===== src/rtl/hex_chase.sv =====
// Segment chaser for a bank of 7-segment digits: one lit segment walks across
// N_DIGITS*7 positions, stepping on an internal tick, in wrap, bounce or hold modes.
module hex_chase #(
  parameter int N_DIGITS = 4,
  parameter int TICK_DIV = 12500000
) (
  input  logic                              iCLK_50,
  input  logic                              iRST_N,
  input  logic                              iEN,
  input  logic [1:0]                        iMODE,
  input  logic                              iCLR,
  output logic [7*N_DIGITS-1:0]             oHEX_D,
  output logic [$clog2(N_DIGITS*7)-1:0]     oPOS,
  output logic                              oWRAP
);

  localparam int NPOS = N_DIGITS * 7;
  localparam int PW   = $clog2(NPOS);
  localparam int CW   = (TICK_DIV > 1) ? $clog2(TICK_DIV) : 1;
  localparam logic [PW-1:0] LAST    = PW'(NPOS - 1);
  localparam logic [CW-1:0] CNT_MAX = CW'(TICK_DIV - 1);

  typedef enum logic [1:0] {
    MODE_FWD    = 2'd0,
    MODE_REV    = 2'd1,
    MODE_BOUNCE = 2'd2,
    MODE_HOLD   = 2'd3
  } mode_e;

  logic [CW-1:0] cnt_q, cnt_d;
  logic [PW-1:0] pos_q, pos_d;
  logic          dir_q, dir_d;   // 0 = up, 1 = down; remembered across mode changes
  logic          wrap_q, wrap_d;
  logic          tick;
  mode_e         mode;

  assign mode = mode_e'(iMODE);
  assign tick = iEN && (cnt_q == CNT_MAX);

  always_comb begin
    cnt_d  = cnt_q;
    pos_d  = pos_q;
    dir_d  = dir_q;
    wrap_d = 1'b0;
    if (iCLR) begin
      // Clear wins over everything, including a tick landing this cycle.
      cnt_d = '0;
      pos_d = '0;
      dir_d = 1'b0;
    end else if (iEN) begin
      cnt_d = tick ? '0 : cnt_q + CW'(1);
      if (tick) begin
        case (mode)
          MODE_FWD: begin
            dir_d = 1'b0;
            if (pos_q == LAST) begin
              pos_d  = '0;
              wrap_d = 1'b1;
            end else begin
              pos_d = pos_q + PW'(1);
            end
          end
          MODE_REV: begin
            dir_d = 1'b1;
            if (pos_q == '0) begin
              pos_d  = LAST;
              wrap_d = 1'b1;
            end else begin
              pos_d = pos_q - PW'(1);
            end
          end
          MODE_BOUNCE: begin
            if (!dir_q) begin
              if (pos_q == LAST) begin
                pos_d  = LAST - PW'(1);
                dir_d  = 1'b1;
                wrap_d = 1'b1;
              end else begin
                pos_d = pos_q + PW'(1);
              end
            end else begin
              if (pos_q == '0) begin
                pos_d  = PW'(1);
                dir_d  = 1'b0;
                wrap_d = 1'b1;
              end else begin
                pos_d = pos_q - PW'(1);
              end
            end
          end
          default: ;
        endcase
      end
    end
  end

  always_ff @(posedge iCLK_50 or negedge iRST_N) begin
    if (!iRST_N) begin
      cnt_q  <= '0;
      pos_q  <= '0;
      dir_q  <= 1'b0;
      wrap_q <= 1'b0;
    end else begin
      cnt_q  <= cnt_d;
      pos_q  <= pos_d;
      dir_q  <= dir_d;
      wrap_q <= wrap_d;
    end
  end

  assign oPOS  = pos_q;
  assign oWRAP = wrap_q;

  // Segment bit index equals the position index, so each bit is a simple compare.
  generate
    for (genvar gi = 0; gi < NPOS; gi++) begin : g_seg
      assign oHEX_D[gi] = (pos_q != PW'(gi));
    end
  endgenerate

endmodule


===== config.mk =====
export PLATFORM = sky130hd
export DESIGN_NAME = hex_chase
export DESIGN_NICKNAME = d
export VERILOG_FILES = /design/src/rtl/hex_chase.sv
export SDC_FILE = /design/constraint.sdc
export NUM_CORES = 1
export LEC_CHECK = 0
export ABC_AREA = 1
export CORE_ASPECT_RATIO = 1.1
export CORE_MARGIN = 8
export CORE_UTILIZATION = 47
export CTS_CLUSTER_DIAMETER = 120
export DETAILED_ROUTE_END_ITERATION = 8
export PLACE_DENSITY = 0.68
export SLEW_MARGIN = 25
export SYNTH_ARGS = -nofsm -noshare
export SYNTH_HDL_FRONTEND = slang
export SYNTH_SLANG_ARGS = --single-unit

===== constraint.sdc =====
create_clock -name iCLK_50 -period 2 [get_ports iCLK_50]
set_input_delay 0.4 -clock iCLK_50 [delete_from_list [all_inputs] [get_ports iCLK_50]]
set_output_delay 0.4 -clock iCLK_50 [all_outputs]
set_load 0.01 [all_outputs]

==> flow_summary.yaml <==
worst_setup_path:
  crit_arrival_ns: 1.52
  start_kind: "register"
  endpoint_kind: "primary output"
  timing.rr.end: "oPOS[1]"
  worstPathRequired_ns: 1.60
  critPathKind: "reg -> out"
  endpoint: "oHEX_D[9]"
  worstRegToRegCells: 10
  rrSetupSlack_ns: 0.29
  crit_fanout: 4
  crit_start: "oPOS[0]"
  r2r-start: "cnt_q[1]"
finish:
  final_util: 0.6309
  multi_input_area_sq_mm: 0.001573
  nNetsFinal: 489
  nFillCells: 528
  syn2layout_area_growth_pct: 31.04
  ff_latch_area_sq_um: 778.2
  drive_above_1_share: 0.1797
  diodes: 0
timing:
  max_freq_mhz: 520.5
  maxSlewViolCount: 0
  period_minus_slack_ns: 1.921
  relSlewSlack: 0.7301
  tightest_slew_ns: 0.4049
  tns_ns: 0
  skew_ns: 0.007927
  finalHoldViolCount: 0
  finalSetupViolCount: 0
  fin_crit_sh: 0.9606
run_status:
  status: "finished clean"
global_route:
  grtUsageTotal: 0.1927
  grt_first_pass_wirelength_um: 12610
  antenna_found_initial: 0
  overflow: 0
  grt_pass1_vias: 2740
  grt_max_degree: 32
cts:
  cts_root_buf: "clkbuf_8"
  cts.path.max_buffers: 2
  cts_tree: "done"
  cts.htree.levels: 2
  cts_buffers: 5
  insertion_delay_ns: 0.29
  clk_transition_reported_paths_ns: 0.07
  cts_sinks: 31
floorplan:
  num_rows: 28
  dieArea_sq_mm: 0.008077
  die_x_um: 86.42
  die_h_um: 93.46
  pin_count: 40
  initial_core_util: 0.4814
  core_sq_mm: 0.005325
drt:
  vias_per_cell: 4.942
  dr.pass1.iters: 4
  routed_wl_um: 7441
  ant_nets: 0
  drtIter0Drc: 143
  drc_errors: 0
  dr_total_vias: 2708
  routedWlPerCell_um: 13.58
synthesis:
  syn_area_per_cell_sq_um: 6.425
  ys_warn_count: 0
  synthTopCellsByArea: "dfrtp_1, nand2_1, nand3_1"
  synth_fp_nets: 416
  synth_area_leader_cell: "dfrtp_1"
  ys_async_sr_fraction: 1.000
  synth_ff_type: "dfrtp_1"
  synth.distinct_cells: 33
  synth_seq_cells: 31
  synth_cells: 399
  synth_seq_area_share: 0.3026
  synth.most_common_cell: "nand2_1"
  synth_edf_count: 0
  synth_commonest_cells: "nand2_1, inv_1, nor2_1"
  yosys.area.top_type_share: 0.3026
  syn_area_sq_mm: 0.002564
placed_design:
  io_buffers: 39
  place_congestion: 0.9085
  dp_hpwl_um: 5890
min_path:
  min_path_type: "in -> async"
power_and_ir_drop:
  leakage_uw: 0.001502
  p_per_area_mw_per_mm2: 479.7
  peakVddDrop_mv: 0.2376
job:
  drv_cap: 0
## stage by stage
step           cells  power, uW  area [sq um]  hold slack [ns]  setup slack (ns)
3_5_place_dp     537       1074          3241           0.5247          -0.04883
3_3_place_gp     537       1070          3241           0.5197          -0.04517
4_1_cts          546       1619          3327           0.5276          -0.01611
2_1_floorplan    399      903.3          2564           0.1044            0.2820
6_report         548       1612          3359           0.5139           0.07887
5_1_grt          548       1699          3359           0.5674         -0.004070
## registers in the layout (all words and copies together) (netlist names)
register and cells:
oWRAP 1, dir_q 1, oPOS 5, cnt_q 24
## kinds of logic (layout without fill, tap and decap cells)
group,Yosys count,count (layout),share of synthesized area
AND/OR/NAND/NOR,258,258,0.4573
buffers and inverters,64,138,0.1005
flip-flops,31,31,0.3026
AO/OA/AOI/OAI,29,29,0.06540
adder cells (fa/ha/maj),11,11,0.05368
XOR/XNOR,6,6,0.02050
## critical path, stage by stage, from the launching register on
cell and delay, ns:
dfrtp_2 0.45, buf_4 0.16, ha_2 0.18, inv_1 0.10, nor2_4 0.05, nand2_1 0.06
clkdlybuf4s15_1 0.24
## layer usage
metal / up-vias / track usage / wire length [um]
li1: 1401 / - / -
met1: 1259 / 0.2040 / 3007
met2: 40 / 0.3818 / 4178
met3: 8 / 0.02456 / 174
met4: 0 / 0.05316 / 81
met5: - / 0 / 0
## layout make-up
cell class / count / area share
Tap cell: 75 / 0.02793
Multi-Input combinational cell: 304 / 0.4682
Sequential cell: 31 / 0.2317
Clock buffer: 8 / 0.02980
Timing Repair Buffer: 74 / 0.1791
Inverter: 56 / 0.06331
## where the power goes
group	total [uW]	switching [uW]	internal, uW
clock	546	232	314
combinational	376	225	150
sequential	690	37.1	653
total	1610	495	1120
## worst min path at each step
| stage | start | to | slack (ns) | cells past startpoint |
|---|---|---|---|---|
| floorplan | iRST_N | cnt_q[0] | 0.10 | 0 |
| global placement | cnt_q[1] | cnt_q[1] | 0.52 | 2 |
| detailed placement | cnt_q[1] | cnt_q[1] | 0.52 | 2 |
| CTS | iRST_N | cnt_q[20] | 0.53 | 2 |
| global route | iRST_N | cnt_q[0] | 0.57 | 2 |
| finish | iRST_N | cnt_q[20] | 0.51 | 2 |
## cells in the final DEF (no fill, tap or decap)
cell type | Yosys | final
nand4_1 | 8 | 8
o21ai_1 | 2 | 2
o211ai_1 | 1 | 1
nor3_1 | 8 | 8
inv_2 | 2 | 5
nor2_4 | 6 | 9
nand3_1 | 42 | 42
clkbuf_2 | 0 | 7
ha_1 | 11 | 8
xor2_1 | 4 | 4
clkdlybuf4s50_1 | 0 | 11
nor2_2 | 4 | 5
ha_4 | 0 | 1
nand3_2 | 1 | 1
a21oi_4 | 1 | 1
nor3_2 | 1 | 1
o22ai_1 | 2 | 2
dfrtp_2 | 0 | 2
xnor2_1 | 2 | 2
nand3_4 | 1 | 1
ha_2 | 0 | 2
buf_4 | 1 | 35
clkbuf_8 | 0 | 7
nand2_1 | 124 | 124
o21bai_2 | 1 | 1
o21ai_0 | 13 | 13
inv_4 | 0 | 1
inv_1 | 54 | 50
nand3b_1 | 1 | 1
nor2_1 | 53 | 49
clkbuf_1 | 0 | 1
dlygate4sd2_1 | 0 | 13
nor3b_1 | 2 | 2
dfrtp_1 | 31 | 29
nand2_2 | 4 | 4
clkdlybuf4s15_1 | 0 | 8
nand2_4 | 1 | 1
and2_1 | 1 | 1
nor3b_2 | 1 | 1
a21oi_1 | 9 | 9
## what timing repair did
| action | 4_1_cts | 5_1_grt |
|---|---|---|
| gates resized for setup | 35 | 33 |
| hold buffers | 0 | 0 |
| buffers inserted | 1 | 2 |
| gates cloned | 0 | 0 |
| pin swaps | 0 | 1 |
| endpoints found under the setup margin | 28 | 22 |
Power figures use the tool's default switching activity.
